File: src/rtl/wb_arbiter.sv
// Integer register-file writeback arbiter: main pipeline has priority, mul/div
// results are queued in a circular FIFO and drain into idle writeback slots.
module wb_arbiter #(
  parameter int XLEN       = 64,
  parameter int ADDR_SIZE  = 5,
  parameter int FIFO_DEPTH = 4
) (
  input  logic                          clk,
  input  logic                          rst,
  input  logic                          pipe_valid,
  input  logic [ADDR_SIZE-1:0]          pipe_rd,
  input  logic [XLEN-1:0]               pipe_data,
  input  logic                          pipe_load,
  input  logic [2:0]                    pipe_funct3,
  input  logic [2:0]                    pipe_addr_low,
  input  logic                          muldiv_valid,
  output logic                          muldiv_ready,
  input  logic [ADDR_SIZE-1:0]          muldiv_rd,
  input  logic [XLEN-1:0]               muldiv_data,
  input  logic [ADDR_SIZE-1:0]          query_rs1,
  input  logic [ADDR_SIZE-1:0]          query_rs2,
  output logic                          query_hit,
  output logic                          rf_write_enable,
  output logic [ADDR_SIZE-1:0]          rf_write_addr,
  output logic [XLEN-1:0]               rf_write_data,
  output logic [$clog2(FIFO_DEPTH):0]   fifo_count
);

  localparam int PW = $clog2(FIFO_DEPTH);
  localparam int CW = PW + 1;

  logic [ADDR_SIZE-1:0] r_rd   [FIFO_DEPTH];
  logic [XLEN-1:0]      r_data [FIFO_DEPTH];
  logic [PW-1:0]        r_wptr, r_rptr;
  logic [CW-1:0]        r_count;

  logic                 r_we_p1;
  logic [ADDR_SIZE-1:0] r_addr_p1;
  logic [XLEN-1:0]      r_data_p1;

  logic                 w_ready, w_push, w_pipe_wr, w_pop, w_hit;
  logic [PW-1:0]        w_idx;
  logic [XLEN-1:0]      w_pipe_result;

  function automatic logic [XLEN-1:0] load_extract(
    input logic [XLEN-1:0] data,
    input logic [2:0]      f3,
    input logic [2:0]      off
  );
    logic [XLEN-1:0]    b_sh, h_sh, w_sh;
    logic signed [7:0]  b;
    logic signed [15:0] h;
    logic signed [31:0] w;
    b_sh = data >> {off, 3'b000};
    h_sh = data >> {off[2:1], 4'b0000};
    w_sh = data >> {off[2], 5'b00000};
    b    = b_sh[7:0];
    h    = h_sh[15:0];
    w    = w_sh[31:0];
    case (f3)
      3'b000:  load_extract = {{(XLEN-8){b[7]}}, b};
      3'b100:  load_extract = {{(XLEN-8){1'b0}}, b};
      3'b001:  load_extract = {{(XLEN-16){h[15]}}, h};
      3'b101:  load_extract = {{(XLEN-16){1'b0}}, h};
      3'b010:  load_extract = {{(XLEN-32){w[31]}}, w};
      3'b110:  load_extract = {{(XLEN-32){1'b0}}, w};
      default: load_extract = data;
    endcase
  endfunction

  // Ready depends on the current count only, so a full queue stays closed
  // even when a pop happens in the same cycle.
  assign w_ready       = (r_count < CW'(FIFO_DEPTH));
  assign w_push        = muldiv_valid && w_ready && (muldiv_rd != '0);
  assign w_pipe_wr     = pipe_valid && (pipe_rd != '0);
  assign w_pop         = !w_pipe_wr && (r_count != '0);
  assign w_pipe_result = pipe_load ? load_extract(pipe_data, pipe_funct3, pipe_addr_low)
                                   : pipe_data;

  always_comb begin
    w_hit = 1'b0;
    w_idx = '0;
    for (int i = 0; i < FIFO_DEPTH; i++) begin
      w_idx = r_rptr + PW'(i);
      if ((CW'(i) < r_count) &&
          (((query_rs1 != '0) && (r_rd[w_idx] == query_rs1)) ||
           ((query_rs2 != '0) && (r_rd[w_idx] == query_rs2))))
        w_hit = 1'b1;
    end
  end

  always_ff @(posedge clk) begin
    if (w_push) begin
      r_rd[r_wptr]   <= muldiv_rd;
      r_data[r_wptr] <= muldiv_data;
    end
  end

  // Stage p0 -> p1: queue bookkeeping and registered writeback slot
  always_ff @(posedge clk) begin
    if (rst) begin
      r_wptr    <= '0;
      r_rptr    <= '0;
      r_count   <= '0;
      r_we_p1   <= 1'b0;
      r_addr_p1 <= '0;
      r_data_p1 <= '0;
    end else begin
      if (w_push) r_wptr <= r_wptr + PW'(1);
      if (w_pop)  r_rptr <= r_rptr + PW'(1);
      case ({w_push, w_pop})
        2'b10:   r_count <= r_count + CW'(1);
        2'b01:   r_count <= r_count - CW'(1);
        default: r_count <= r_count;
      endcase
      if (w_pipe_wr) begin
        r_we_p1   <= 1'b1;
        r_addr_p1 <= pipe_rd;
        r_data_p1 <= w_pipe_result;
      end else if (w_pop) begin
        r_we_p1   <= 1'b1;
        r_addr_p1 <= r_rd[r_rptr];
        r_data_p1 <= r_data[r_rptr];
      end else begin
        r_we_p1   <= 1'b0;
        r_addr_p1 <= '0;
        r_data_p1 <= '0;
      end
    end
  end

  assign muldiv_ready    = w_ready;
  assign query_hit       = w_hit;
  assign fifo_count      = r_count;
  assign rf_write_enable = r_we_p1;
  assign rf_write_addr   = r_addr_p1;
  assign rf_write_data   = r_data_p1;

endmodule
File: config.mk
export PLATFORM = sky130hd
export DESIGN_NAME = wb_arbiter
export DESIGN_NICKNAME = d
export VERILOG_FILES = /design/src/rtl/wb_arbiter.sv
export SDC_FILE = /design/constraint.sdc
export NUM_CORES = 1
export LEC_CHECK = 0
export BUFFER_PORTS_ARGS = -buffer_cell sky130_fd_sc_hd__buf_2
export CORE_ASPECT_RATIO = 0.8
export CORE_UTILIZATION = 25
export CTS_BUF_LIST = sky130_fd_sc_hd__clkbuf_4 sky130_fd_sc_hd__clkbuf_8 sky130_fd_sc_hd__clkbuf_16
export CTS_CLUSTER_DIAMETER = 150
export DETAILED_ROUTE_END_ITERATION = 12
export GPL_TIMING_DRIVEN = 0
export PLACE_DENSITY_LB_ADDON = 0.1
export SYNTH_ARGS = -nofsm -noshare
export SYNTH_HDL_FRONTEND = slang
export SYNTH_SLANG_ARGS = --single-unit
File: constraint.sdc
create_clock -name clk -period 4 [get_ports clk]
set_input_delay 0.2 -clock clk [delete_from_list [all_inputs] [get_ports clk]]
set_output_delay 0.2 -clock clk [all_outputs]
set_load 0.01 [all_outputs]
==> run metrics, run 1 <==
Critical Path AT=3.87 ns; final setup vio count=0; Unique masters post-synth=48; met2 routed WL=23,100 microns; outcome=complete, no violations; M1 wire length=24,100 microns; Final Non-Filler Cells=2,106; largest net degree at the start of global routing=43; Slew headroom=0.114; wire per inst=24.4 microns; Starting DRT DRC Count=737; #FFs+latches synth=355; Area Overhead vs Synth=29.8%; Port Buf Inserts=221; Internal=0.00817 W; number of synthesized flops with an enable pin=276; cell chain of the critical path=dlygate4sd3_1 > buf_2 > or4_1 > o21ai_0 > nor2_1 > clkbuf_1 > a22oi_1 > a21oi_1; sw power=0.00325 W; area of the multi-input gates=0.00477 sq mm; initial antenna violation count=15; number of top-level pins=234; CP max stage delay=1.03 ns; area of placed instances=0.0173 sq mm; sequential group share of total power=0.401; Worst setup SP type=primary input; placed instance count=1,944; root buffer cell=clkbuf_16; vias per inst=4.68; PnR worst setup slack=0.533 ns; Core Region=0.0596 sq mm; Worst setup EP type=register; crit share post-route=0.867; Max-Cap Viols=0; clk buf depth=3; number of global-route vias before repair=10,092; Yosys warning count=0; Syn Inst Count=940; critical path depth in cells=8; die area=0.0612 sq mm; Slew Limit Fails=0; routed via count=9,853; Sw Ratio=0.285; H-tree levels=2; Nets=1,458; reg2reg path depth=6; CTS tree=built; post-synthesis sequential area ratio=0.655; drt pass-1 iters=5; Reg area=0.00987 sq mm; Hold Path Stages=3; most common cell after layout, fill and taps aside=edfxtp_1; Post-CTS Resized=0; actual slew at the worst max-slew pin=1.31 ns; DP HPWL=37,300 microns; Buf+Inv Stages, Crit Path=3; Die X=276 microns; WP data required=4.40 ns; Pwr Density=585 mW/mm^2; Pleak=6.92 nW; ANT nets after route=0; Fmax=0.288 GHz; critical setup path kind=primary input to register; Clock Sink Count=355; num rows=80; Synth Flop Type=edfxtp_1; Post-Synthesis Cell Area=0.0151 sq mm; clock group share of total power=0.347; total power=0.0114 W; Overflow after GRT=0; WL met3=2770 microns; ys async rst share=0; commonest non-fill, non-tap cells in the layout=edfxtp_1 (276), buf_2 (246), mux4_2 (96), dlygate4sd3_1 (83), dfxtp_1 (79); first-pass GRT wire length=73,200 microns; unrepaired setup endpoints after global routing=false; HP Class=primary input to register; Tot GR Track Use=0.167; Max Fanout on Critical Path=10; DRC errors left=0; Top Layer Used=met5; total CTS buffers=41; Avg Cell Area, Syn=16.0 sq um; final wirelength=51,300 microns; Setup WS pre-CTS=0.684 ns; Clock Latency Late Sink=0.57 ns; Max Clock Skew=0.0260 ns; Crit-path slowest cell=o21ai_0; starting density of the core=0.253; Worst VDD drop=0.253 mV; post-route cell area=0.0195 sq mm; placer congestion estimate=0.809; DIE HEIGHT=222 microns; FILL cells=5,838; Final min period=3.47 ns; Worst-path clk slew=0.06 ns; Crit path max-delay family=compound AO/OA/AOI/OAI gates; layout cells sized above 1=0.329; combinational fraction of design power=0.252; Syn Nets=1,107; Final Hold Fails=0
## registers in the layout, summed over array words and instances (netlist names), named ones only
name	count
r_data	256
rf_write_data	64
r_rd	20
rf_write_addr	5
fifo_count	3
r_rptr	2
r_wptr	2
rf_write_enable	1
## worst register-to-register path, cell delays in order (launching register included)
cell,delay [ns]
dfxtp_1,0.30
clkbuf_1,0.31
clkbuf_1,0.81
clkbuf_1,0.64
mux4_2,0.44
a2bb2oi_1,0.37
nor2_1,0.11
## worst paths after layout
| path | to | slack (ns) | startpoint |
|---|---|---|---|
| min reg2reg | r_wptr[1] | 0.58 | r_wptr[1] |
| max | rf_write_data[43] | 0.53 | pipe_rd[1] |
| max reg2reg | rf_write_data[12] | 0.89 | register |
| min | rf_write_data[19] | 0.01 | pipe_data[19] |
## per-stage QoR
step	hold slack, ns	setup TNS [ns]	utilization
3_5_place_dp	0.415	0	0.290
2_1_floorplan	0.299	0	-
5_1_grt	0.0308	0	0.328
3_3_place_gp	0.419	-251.78	0.288
6_report	0.00967	0	0.328
4_1_cts	0.00409	0	0.328
## cell type report
cell class / count / share of cell area
multi-input combinational: 491 / 0.244
inverter: 23 / 0.00442
clock buffer: 59 / 0.0640
antenna: 3 / 0.000384
tap: 779 / 0.0499
sequential: 355 / 0.505
clock inverter: 17 / 0.00973
buffer: 71 / 0.0174
timing repair buffer: 308 / 0.105
## cells by family after synthesis
| group | after synthesis | share of synthesized area |
|---|---|---|
| DFF | 355 | 0.655 |
| muxes | 123 | 0.162 |
| and+or+nand+nor | 117 | 0.0360 |
| xor gates and xnor gates | 45 | 0.0262 |
| AOI/OAI and AO/OA | 198 | 0.0856 |
| buffers and inverters | 94 | 0.0283 |
| adders and majority gates | 8 | 0.00665 |
## layer usage
metal,GRT usage,vias up
met3,0.0390,91
li1,-,4441
met2,0.257,261
met4,0.0463,18
met1,0.234,5042
met5,0,-
## cells in the mapped netlist, types with 2 or more instances
library cell  count  area [sq um]
a22oi_1          44           330
o221ai_1         19           166
buf_1             4          15.0
nor3_1            4          20.0
nand2_1          28           105
buf_2            25           125
xor2_1           19           166
o21ai_0          31           155
xnor2_1          26           228
mux2i_1          25           250
buf_4             3          22.5
and3_1            2          12.5
a211oi_1          8          60.1
buf_6             4          45.0
inv_1            22          82.6
dfxtp_1          79          1580
o21ai_1          11          55.1
or3_1             3          18.8
nand2b_1          3          18.8
nand4_1           4          25.0
o2bb2ai_1         8          70.1
a311oi_1          3          26.3
clkbuf_1         35           131
edfxtp_1        276          8290
mux4_2           96          2160
nor2b_1           5          31.3
ha_1              8           100
a21oi_1          57           285
and2_1           11          68.8
nor4_1            4          25.0
a2bb2oi_1         6          52.6
nor2_1           49           184
o22ai_1           3          18.8
## power groups by stage
stage               clock network, W  registers, W  logic (W)
finish                       0.00397       0.00458    0.00288
global route                 0.00421       0.00461    0.00314
CTS                          0.00408       0.00458    0.00296
detailed placement                 0       0.00465    0.00287
global placement                   0       0.00470    0.00284
floorplan                          0       0.00470    0.00176
## timing repair
| action | CTS | global route |
|---|---|---|
| hold buffers | 83 | 0 |
| hold endpoints to repair | 285 | 0 |
| setup buffers | 0 | 0 |
No activity file was read; power rests on OpenSTA's default activity.
==> run 2, diff against run 1 <==
--- a/config.mk
+++ b/config.mk
@@ -5,14 +5,15 @@
 export SDC_FILE = /design/constraint.sdc
 export NUM_CORES = 1
 export LEC_CHECK = 0
-export BUFFER_PORTS_ARGS = -buffer_cell sky130_fd_sc_hd__buf_2
 export CORE_ASPECT_RATIO = 0.8
 export CORE_UTILIZATION = 25
 export CTS_BUF_LIST = sky130_fd_sc_hd__clkbuf_4 sky130_fd_sc_hd__clkbuf_8 sky130_fd_sc_hd__clkbuf_16
 export CTS_CLUSTER_DIAMETER = 150
 export DETAILED_ROUTE_END_ITERATION = 12
+export DONT_BUFFER_PORTS = 1
 export GPL_TIMING_DRIVEN = 0
 export PLACE_DENSITY_LB_ADDON = 0.1
+export REMOVE_ABC_BUFFERS = 1
 export SYNTH_ARGS = -nofsm -noshare
 export SYNTH_HDL_FRONTEND = slang
 export SYNTH_SLANG_ARGS = --single-unit
==> run metrics, run 2 (synthesis gave the netlist of run 1 again) <==
Buf+Inv Stages, Crit Path=0 (-3); CP max stage delay=0.94 ns (-0.09 ns); layout cells sized above 1=0.183 (-0.145); commonest non-fill, non-tap cells in the layout=edfxtp_1 (276), dlygate4sd3_1 (138), mux4_2 (96), dfxtp_1 (77), a21oi_1 (57); Worst-path clk slew=0.06 ns (about the same); Crit-path slowest cell=dfxtp_1; Nets=1,234 (-15%); Max Fanout on Critical Path=17 (+7); Reg area=0.00988 sq mm (about the same); first-pass GRT wire length=74,200 microns (+1.4%); Worst setup SP type=register; Core Region=0.0596 sq mm (unchanged); unrepaired setup endpoints after global routing=false; DIE HEIGHT=222 microns (unchanged); Critical Path AT=3.23 ns (-0.64 ns); DP HPWL=33,200 microns (-11%); Tot GR Track Use=0.170 (+0.00314); hold_sp=pipe_data[27]; critical setup path kind=register to output pin; Crit path top cell by count=o22ai_1; die area=0.0612 sq mm (unchanged); Setup crit start=r_rptr[0]; Area Overhead vs Synth=25.6%; initial antenna violation count=9 (-6); ANT nets after route=0 (unchanged); total power=0.0113 W (-1.4%); area of the multi-input gates=0.00479 sq mm (+0.45%); DRC errors left=0 (unchanged); cell chain of the critical path=mux4_2 > xnor2_1 > nand4_1 > o22ai_1 > a31oi_1 > o22ai_1; Pleak=6.10 nW (-12%); Max-Cap Viols=0 (unchanged); Post-CTS Resized=0 (unchanged); crit share post-route=0.857 (-0.00959); Pwr Density=596 mW/mm^2 (+1.9%); placed instance count=1,661 (-15%); Crit path max-delay family=flip-flops; Clock Latency Late Sink=0.59 ns (+0.02 ns); Port Buf Inserts=0 (-100%); largest net degree at the start of global routing=64 (+49%); wire per inst=27.5 microns (+13%); actual slew at the worst max-slew pin=1.45 ns (+0.138 ns); Setup WS pre-CTS=0.852 ns (+0.168 ns); number of global-route vias before repair=9,741 (-3.5%); Final min period=3.43 ns (-0.0384 ns); drt pass-1 iters=5 (unchanged); clk buf depth=3 (unchanged); num rows=80 (unchanged); FILL cells=5,847 (+0.15%); outcome=complete, no violations; Fmax=0.292 GHz (+1.1%); Slew Limit Fails=0 (unchanged); Starting DRT DRC Count=648 (-12%); Worst VDD drop=0.283 mV (+12%); CTS tree=built; HP Class=primary input to register; Final Hold Fails=0 (unchanged); vias per inst=4.82 (+3.1%); root buffer cell=clkbuf_16; final setup vio count=0 (unchanged); Overflow after GRT=0 (unchanged); most common cell after layout, fill and taps aside=edfxtp_1; final wirelength=51,800 microns (+0.94%); Hold Slack=0.0172 ns (+0.00749 ns); WP data required=3.80 ns (-0.60 ns); Slew headroom=0.0296 (-0.0847); placer congestion estimate=0.770 (-4.8%); Clock Sink Count=355 (unchanged); max FFs per register=256 (unchanged); Max Clock Skew=0.0309 ns (+0.00491 ns); Top reg by flops=r_data; total CTS buffers=44 (+7.3%); H-tree levels=2 (unchanged); origin of the critical flop-to-flop path=fifo_count[0]; Worst setup EP type=output pin; starting density of the core=0.253 (unchanged); Final Non-Filler Cells=1,886 (-10%); postcts setup bufs=0 (unchanged); routed via count=9,095 (-7.7%); number of top-level pins=234 (unchanged); PnR worst setup slack=0.572 ns (+0.0384 ns); Die X=276 microns (unchanged)
-- run 2: cell count changes in the layout (fill, tap and decap cells not counted), sizes merged --
cell	delta
clkinv	+1
dlygate4sd3	+55
clkbuf	-31
diode	+1
bufinv	-1
buf	-247
clkinvlp	+2
-- run 2: final timing paths --
path | to | slack, ns | cells after the start
max | query_hit | 0.57 | 6
min | rf_write_data[27] | 0.02 | 2
max reg2reg | rf_write_data[59] | 1.47 | 8
min reg2reg | r_wptr[1] | 0.58 | 2
-- run 2: report_power, final --
part           switching, W  leakage [nW]  internal, W
logic               0.00123          2.18      0.00120
registers          0.000363          3.18      0.00445
clock network       0.00160         0.736      0.00243
-- run 2: repair_timing --
action / in CTS / in global routing
endpoints found under the hold margin: 349 / 0
endpoints found under the setup margin: 0 / 0
hold buffers: 139 / 0
-- run 2: stage by stage --
stage                     setup TNS [ns]   util  instance area, sq um
after global routing                   0  0.318                 18900
final                                  0  0.318                 18900
after CTS                              0  0.317                 18900
after floorplan                   -0.575      -                 14700
after detailed placement               0  0.269                 16000
after global placement           -515.67  0.263                 15700
-- run 2: worst register-to-register path, stage by stage (launching register included) --
cell	delay [ns]
dfxtp_1	0.52
inv_1	0.12
ha_1	0.20
nor2b_1	0.17
nor2_4	0.41
buf_12	0.25
a22oi_1	0.12
a21oi_1	0.15
dlygate4sd3_1	0.55
-- run 2: cell type report --
class,count,area share
clock buffers,63,0.0674
repair buffers,152,0.0897
flip-flops and latches,355,0.522
diodes,4,0.000529
well taps,779,0.0515
clock inverters,19,0.0108
multi-input cells,491,0.253
inverters,23,0.00456
-- run 2: layer usage --
| layer | vias up | routed length (microns) | global-route usage |
|---|---|---|---|
| li1 | 3996 | - | - |
| met1 | 4776 | 24200 | 0.238 |
| met2 | 239 | 23600 | 0.263 |
| met3 | 82 | 2530 | 0.0355 |
| met4 | 2 | 1440 | 0.0530 |
| met5 | - | 13 | 0 |
